--- src/rtl/deser_pkg.sv ---
// Shared types and constants for the serial word aligner.
// Holds the aligner FSM state encoding and the default alignment character.
package deser_pkg;

  typedef enum logic [1:0] {
    HUNT   = 2'd0,
    VERIFY = 2'd1,
    LOCKED = 2'd2
  } deser_state_e;

  localparam logic [7:0] DEFAULT_COMMA = 8'hBC;

endpackage

--- src/rtl/deserializer_align_comma_detect.sv ---
// Alignment-character comparator: flags when the candidate word equals COMMA.
module comma_detect
  import deser_pkg::*;
#(
  parameter int               WIDTH = 8,
  parameter logic [WIDTH-1:0] COMMA = WIDTH'(DEFAULT_COMMA)
) (
  input  logic [WIDTH-1:0] word,
  output logic             match
);

  assign match = (word == COMMA);

endmodule

--- src/rtl/deserializer_align.sv ---
// Serial-to-parallel converter with comma-based word alignment (HUNT/VERIFY/LOCKED).
// Optional build macro DESER_COMMA_STRIP_EN suppresses delivery of aligned commas once locked.
module deserializer_align
  import deser_pkg::*;
#(
  parameter int               WIDTH      = 8,
  parameter logic [WIDTH-1:0] COMMA      = WIDTH'(DEFAULT_COMMA),
  parameter int               LOCK_COUNT = 4
) (
  input  logic             clk_32f,
  input  logic             reset,
  input  logic             data_in,
  input  logic             resync,
  output logic [WIDTH-1:0] data_out,
  output logic             data_valid,
  output logic             active,
  output logic [3:0]       bc_counter
);

  localparam int               CNT_W    = $clog2(WIDTH);
  localparam logic [CNT_W-1:0] LAST_BIT = CNT_W'(WIDTH - 1);
  localparam logic [CNT_W-1:0] CNT_ONE  = CNT_W'(1);
  localparam logic [3:0]       LOCK_VAL = 4'(LOCK_COUNT);

  deser_state_e     state;
  deser_state_e     state_next;
  logic [WIDTH-2:0] sr;
  logic [CNT_W-1:0] bit_cnt;
  logic [CNT_W-1:0] bit_cnt_next;
  logic [WIDTH-1:0] word;
  logic [WIDTH-1:0] data_out_next;
  logic             data_valid_next;
  logic [3:0]       bc_next;
  logic             is_comma;
  logic             boundary;

  // The newest bit is part of the candidate word, so a match is seen in the same cycle it arrives.
  assign word     = {sr, data_in};
  assign boundary = (bit_cnt == LAST_BIT);

  comma_detect #(
    .WIDTH(WIDTH),
    .COMMA(COMMA)
  ) u_comma_detect (
    .word (word),
    .match(is_comma)
  );

  always_comb begin
    state_next      = state;
    bc_next         = bc_counter;
    data_out_next   = data_out;
    data_valid_next = 1'b0;
    bit_cnt_next    = boundary ? '0 : bit_cnt + CNT_ONE;

    // Resync wins over any boundary or comma seen in the same cycle.
    if (resync) begin
      state_next = HUNT;
      bc_next    = '0;
    end else begin
      case (state)
        HUNT: begin
          if (is_comma) begin
            bit_cnt_next = '0;
            bc_next      = 4'd1;
            state_next   = (LOCK_COUNT == 1) ? LOCKED : VERIFY;
          end
        end

        VERIFY: begin
          if (boundary) begin
            if (is_comma) begin
              bc_next = bc_counter + 4'd1;
              if (bc_counter + 4'd1 == LOCK_VAL) begin
                state_next = LOCKED;
              end
            end else begin
              bc_next    = '0;
              state_next = HUNT;
            end
          end
        end

        LOCKED: begin
          if (boundary) begin
            if (is_comma) begin
              bc_next = LOCK_VAL;
            end
`ifdef DESER_COMMA_STRIP_EN
            if (!is_comma) begin
              data_out_next   = word;
              data_valid_next = 1'b1;
            end
`else
            data_out_next   = word;
            data_valid_next = 1'b1;
`endif
          end
        end

        default: begin
          state_next = HUNT;
          bc_next    = '0;
        end
      endcase
    end
  end

  // active tracks the state being entered so it changes on the same edge as the state.
  always_ff @(posedge clk_32f) begin
    if (reset) begin
      state      <= HUNT;
      sr         <= '0;
      bit_cnt    <= '0;
      data_out   <= '0;
      data_valid <= 1'b0;
      active     <= 1'b0;
      bc_counter <= '0;
    end else begin
      state      <= state_next;
      sr         <= word[WIDTH-2:0];
      bit_cnt    <= bit_cnt_next;
      data_out   <= data_out_next;
      data_valid <= data_valid_next;
      active     <= (state_next == LOCKED);
      bc_counter <= bc_next;
    end
  end

endmodule

--- config.mk ---
export PLATFORM = sky130hd
export DESIGN_NAME = deserializer_align
export DESIGN_NICKNAME = d
export VERILOG_FILES = /design/src/rtl/deser_pkg.sv /design/src/rtl/deserializer_align_comma_detect.sv /design/src/rtl/deserializer_align.sv
export SDC_FILE = /design/constraint.sdc
export NUM_CORES = 1
export LEC_CHECK = 0
export ABC_AREA = 1
export BUFFER_PORTS_ARGS = -buffer_cell sky130_fd_sc_hd__buf_2
export CAP_MARGIN = 20
export CELL_PAD_IN_SITES_DETAIL_PLACEMENT = 1
export CELL_PAD_IN_SITES_GLOBAL_PLACEMENT = 1
export CORE_MARGIN = 1
export CORE_UTILIZATION = 39
export DETAILED_ROUTE_END_ITERATION = 10
export GPL_ROUTABILITY_DRIVEN = 0
export PLACE_DENSITY_LB_ADDON = 0.15
export RECOVER_POWER = 25
export SETUP_SLACK_MARGIN = 0.3
export SLEW_MARGIN = 0
export SYNTH_ARGS = -nofsm -noshare
export SYNTH_HDL_FRONTEND = slang
export SYNTH_SLANG_ARGS = --single-unit
--- constraint.sdc ---
create_clock -name clk_32f -period 1.52 [get_ports clk_32f]
set_input_delay 0.304 -clock clk_32f [delete_from_list [all_inputs] [get_ports clk_32f]]
set_output_delay 0.304 -clock clk_32f [all_outputs]
set_load 0.005 [all_outputs]
* Word level (Yosys, flattened, before mapping)
Cells that the tools add are included.
** Operators by class
- $add $sub $neg :: 2
- Equal/unequal tests :: 10
- Multiplexer cells :: 17
- Bitwise gates (word level) :: 2
- Reductions and logical operators :: 5
** Operator list (count)
- $mux 4 :: 5
- $mux 3 :: 4
- $pmux 4 s3 :: 1
- $mux 2 :: 5
- $eq 8x8->1 const B :: 1
- $ne 2x2->1 const B :: 4
- $pmux 2 s3 :: 1
- $add 4x1->4 const B :: 1
- $eq 2x2->1 const B :: 2
- $eq 4x3->1 const B :: 1
- $reduce_and 4->1 :: 1
- $add 3x1->3 const B :: 1
- $eq 3x3->1 const B :: 1
- $reduce_and 3->1 :: 1
- $reduce_or 3->1 :: 1
- $eq 2x1->1 const B :: 1
- $logic_not 2->1 :: 1
- $not 1->1 :: 2
- $reduce_or 2->1 :: 1
- $mux 1 :: 1
** Storage, ports and cells
- Register bits after elaboration :: 26
- Bits of input ports :: 4
- Logic and storage cells :: 43

* Logic depth before layout (Yosys ltp)
- Depth in word-level cells :: 8
- Depth in mapped cells :: 9
- Gate-level depth less buffers :: 9

* Cells and area by module
Synthesis repeated with hierarchy kept, for this count alone.
** Second synthesis, totals
- Cell total of the unflattened synthesis :: 139
- Area, all modules :: 1073.5 µm²
** Modules (own cells, without submodules)
- deserializer_align :: instances 1, cells an instance 129, area each 1033.5 µm²
- comma_detect :: instances 1, cells an instance 10, area each 40.0 µm²

* Worst setup path before layout
OpenSTA, ideal clock, no wires.
- Path type :: reg2reg
- Start :: register bit_cnt[0]
- End :: register data_out[3]
- Arrival time :: 1.261 ns
- Required time :: 1.454 ns
- Slack :: 0.193 ns
- Cell stages (with the launch flop) :: 8
- Period minus slack after synthesis :: 1.327 ns
- Path through :: dfxtp_1 -> ha_1 -> ha_1 -> inv_1 -> nor3_4 -> buf_6 -> o21ai_2 -> a21oi_2
** Between the ends
- Cells in the longest elaborated chain, start to end :: 2
** Ends and longest elaborated chain
- from (decl) :: line deserializer_align.sv:28 : logic [CNT_W-1:0] bit_cnt;
- from (signal assigned) :: line deserializer_align.sv:122 : bit_cnt <= bit_cnt_next;
- $eq 3x3->1 :: line deserializer_align.sv:39 : assign boundary = (bit_cnt == LAST_BIT);
- named net boundary :: line deserializer_align.sv:35 : logic boundary;
- $reduce_and 3->1 (no source line)
- to (signal assigned) :: line deserializer_align.sv:123 : data_out <= data_out_next;
- to (decl) :: line deserializer_align.sv:14 : output logic [WIDTH-1:0] data_out,
The timed path passes the listed nets, and every way through them passes these cells.
A chain may end at the register's enable or synchronous reset.

* Worst setup path after layout
- Start :: register bit_cnt[0]
- End :: register bc_counter[3]
** Between the ends
- Cells in the longest elaborated chain, start to end :: 3
- Elaborated cells on any way between the ends :: 4
** Ends and longest elaborated chain
- $eq 3x3->1 (*) :: line deserializer_align.sv:39
- named net boundary :: line deserializer_align.sv:35
- $ne 2x2->1 (no source line)
- $reduce_and 4->1 (no source line) (*)
- to (signal assigned) :: line deserializer_align.sv:126 : bc_counter <= bc_next;
- to (decl) :: line deserializer_align.sv:17 : output logic [3:0] bc_counter
Mark *: on every way through the listed nets, which the timed path passes. The rest lies on a longest branch.

==> load_flow_metrics.sql <==
INSERT INTO impl_metrics (metric_group, metric, value, unit) VALUES
('setup_path', 'worstPathMaxFanout', '4', ''),
('die', 'floorplan.rows', '18', ''),
('finish', 'n_fill_cell', '314', ''),
('setup_path', 'cp-end-kind', 'flop', ''),
('detailed_routing', 'first_pass_iters', '3', ''),
('die', 'design.die.area', '2980', 'um^2'),
('finish', 'area.growth.synth_to_final', '32.1', '%'),
('yosys', 'netlist.area_leader.share', '48.3', '%'),
('setup_path', 'critical-path-top-delay-family', 'flip-flops', ''),
('finish', 'post_route_cells_drive_above_1_share', '36.4', '%'),
('sta', 'timing.max_slew.rel_slack', '72.3', '%'),
('sta', 'timing.fmax', '0.744', 'GHz'),
('sta', 'grt_setup_unrepaired', 'true', ''),
('detailed_routing', 'drc', '0', ''),
('clocking', 'clkLatencyLatePin', '0.33', 'ns'),
('finish', 'ff_latch_area', '534', 'um^2'),
('yosys', 'postSynthAreaPerCell', '7.82', 'um^2'),
('job', 'cap_violations', '0', ''),
('detailed_routing', 'num_vias', '933', ''),
('sta', 'timing_worst_slew_pin_value', '0.415', 'ns'),
('clocking', 'clkTransAtPathRegs', '0.15', 'ns'),
('detailed_routing', 'drt_iter0_markers', '8', ''),
('detailed_routing', 'ratio_of_routed_vias_to_standard_cells', '4.78', ''),
('clocking', 'cts_hold_repair.buffers', '0', ''),
('clocking', 'ctsRootBufferMaster', 'sky130_fd_sc_hd__clkbuf_4', ''),
('yosys', 'synthesis.area', '1080', 'um^2'),
('die', 'initial_core_util', '42.4', '%'),
('finish', 'finish.net_count', '174', ''),
('placed_design', 'dpl_wire_length', '1650', 'um'),
('detailed_routing', 'routedWlPerCell', '12.3', 'um'),
('sta', 'finalClockSkew', '0.00984', 'ns'),
('finish', 'most-common-layout-cells', 'sky130_fd_sc_hd__nor2_1 (26), sky130_fd_sc_hd__dfxtp_1 (21), sky130_fd_sc_hd__inv_1 (18)', ''),
('die', 'num_io_pins', '18', ''),
('status', 'outcome', 'completed', ''),
('global_routing', 'global_route.usage.total', '17.9', '%'),
('clocking', 'cts.htree.levels', '1', ''),
('yosys', 'synth.area.top_cells', 'sky130_fd_sc_hd__dfxtp_1 (48%), sky130_fd_sc_hd__nor2_1 (9.7%), sky130_fd_sc_hd__nand2_1 (7.3%)', ''),
('sta', 'final_hold_viol_count', '0', ''),
('setup_path', 'cp_data_required_time', '1.75', 'ns'),
('power_and_ir_drop', 'power_leakage', '0.000618', 'uW'),
('detailed_routing', 'antenna_nets_post_route', '0', ''),
('yosys', 'area_leader_netlist', 'sky130_fd_sc_hd__dfxtp_1', ''),
('finish', 'insertedDiodeCount', '0', ''),
('clocking', 'cts_tree', 'done', ''),
('power_and_ir_drop', 'ir_drop', '0.000629', 'V'),
('detailed_routing', 'drt_wl_total', '2400', 'um'),
('sta', 'final_sum_of_negative_setup_slack', '0', 'ns'),
('setup_path', 'type_of_the_worst_setup_path', 'flop to flop', ''),
('global_routing', 'grt.overflow.total', '0', ''),
('setup_path', 'worstPathCellList', 'ha_4 > ha_4 > buf_4 > a21oi_4 > inv_2 > nand2_4 > nand2_1 > nand2_1 > nor2_1', ''),
('sta', 'setup_viol', '0', ''),
('finish', 'area_of_combinational_cells_with_multiple_inputs', '557', 'um^2'),
('global_routing', 'vias_in_the_first_global_route', '894', ''),
('die', 'fp.dieW', '54.6', 'um'),
('yosys', 'ys_seq_elements', '26', ''),
('sta', 'fin_crit', '1.34', 'ns'),
('sta', 'min_hold_slack', '0.233', 'ns'),
('global_routing', 'antenna_found_initial', '0', ''),
('setup_path', 'timing.critical_path.slowest_cell_delay', '0.36', 'ns'),
('yosys', 'syn_inst', '138', ''),
('placed_design', 'portBuffers', '17', ''),
('setup_path', 'critical_path.n_buffers_inverters', '2', ''),
('power_and_ir_drop', 'power_density', '855', 'nW/um^2'),
('global_routing', 'grt_first_pass_wirelength', '3820', 'um'),
('setup_path', 'worst_path_max_delay_cell', 'sky130_fd_sc_hd__dfxtp_2', ''),
('yosys', 'synth.yosys.seq_area_share', '48.3', '%'),
('clocking', 'number_of_cts_inserted_buffers', '3', ''),
('die', 'core_box_area', '2540', 'um^2'),
('clocking', 'clock_path_buffers', '2', ''),
('setup_path', 'arrival', '1.57', 'ns'),
('yosys', 'synth.distinct_cells', '22', ''),
('global_routing', 'grt_start_max_net_pins', '16', ''),
('setup_path', 'startpoint_type', 'flop', ''),
('hold_path', 'worstHoldPathType', 'input port to flop', ''),
('sta', 'finalCritPeriodShare', '88.4', '%'),
('sta', 'slew_viol_final', '0', ''),
('yosys', 'synth_warnings', '0', ''),
('clocking', 'clkSinkCount', '26', ''),
('finish', 'mostFrequentLayoutCell', 'sky130_fd_sc_hd__nor2_1', ''),
('yosys', 'postSynthNetCount', '146', ''),
('die', 'die_y', '54.6', 'um');
kinds of logic after synthesis:
kind of cell,Yosys count,share of synthesized area [%]
AND/OR/NAND/NOR,62,25.4
adder cells (fa/ha/maj),4,4.64
buffers and inverters,23,8.82
flip-flops,26,48.3
AO/OA/AOI/OAI,22,12.1
XOR/XNOR,1,0.812
area by class of cell:
| cell class | instances | share of cell area, % |
|---|---|---|
| Clock inverter | 1 | 2.11 |
| Inverter | 21 | 5.53 |
| Sequential cell | 26 | 37.5 |
| Multi-Input combinational cell | 89 | 39.1 |
| Timing Repair Buffer | 25 | 11.6 |
| Clock buffer | 3 | 1.58 |
| Tap cell | 30 | 2.63 |
repair_timing:
item | in CTS | in global routing
cloned | 0 | 0
setup endpoints to repair | 22 | 21
buffers inserted | 5 | 1
pin swaps | 4 | 5
gates resized for setup | 12 | 14
registers in the layout, indices dropped and copies added (netlist names):
name and cells:
data_out 8, bit_cnt 3, data_valid 1, active 1, bc_counter 4, state 2, sr 7
per-stage QoR:
stage               worst slack, ns  total power, uW  std cells  area (um^2)  util (%)
floorplan                     0.262              746        138         1110         -
global placement              0.135              759        185         1240      48.7
detailed placement            0.120              761        185         1240      48.7
CTS                           0.199             1240        194         1370      53.9
global route                  0.104             1270        195         1430      56.0
finish                        0.176             1220        195         1430      56.0
tightest hold or removal path, cell delays in order:
cell and delay (ns):
sky130_fd_sc_hd__buf_2 0.08, sky130_fd_sc_hd__inv_1 0.06, sky130_fd_sc_hd__nor2_1 0.09
cells in the mapped netlist (all sizes together):
cell    n
o21ai  10
nor3    2
ha      4
dfxtp  26
nand3   4
buf     2
nand4   1
inv    21
nor2   30
nand2  25
xor2    1
a21oi  11
o22ai   1
power by group:
group | switching [uW] | total (uW) | internal (uW)
Sequential | 7.23 | 696 | 688
Clock | 210 | 477 | 267
Combinational | 29.4 | 45.7 | 16.3
worst paths after layout:
kind / cells after the start / from / slack [ns] / to
worst max-delay path: 9 / bit_cnt[0]$_SDFF_PP0_ / 0.18 / bc_counter[3]$_SDFFE_PP0P_
worst max register to register: 9 / bit_cnt[0]$_SDFF_PP0_ / 0.18 / bc_counter[3]$_SDFFE_PP0P_
worst min register to register: 1 / bit_cnt[0]$_SDFF_PP0_ / 0.44 / bit_cnt[0]$_SDFF_PP0_
worst min-delay path: 3 / data_in / 0.23 / sr[0]$_SDFF_PP0_
layer usage:
metal / wire (um) / GRT usage, %
met5: 0 / 0
met4: 27 / 6.41
met3: 56 / 2.50
met2: 1230 / 30.9
met1: 1090 / 22.3
No activity file was read; power rests on OpenSTA's default activity.
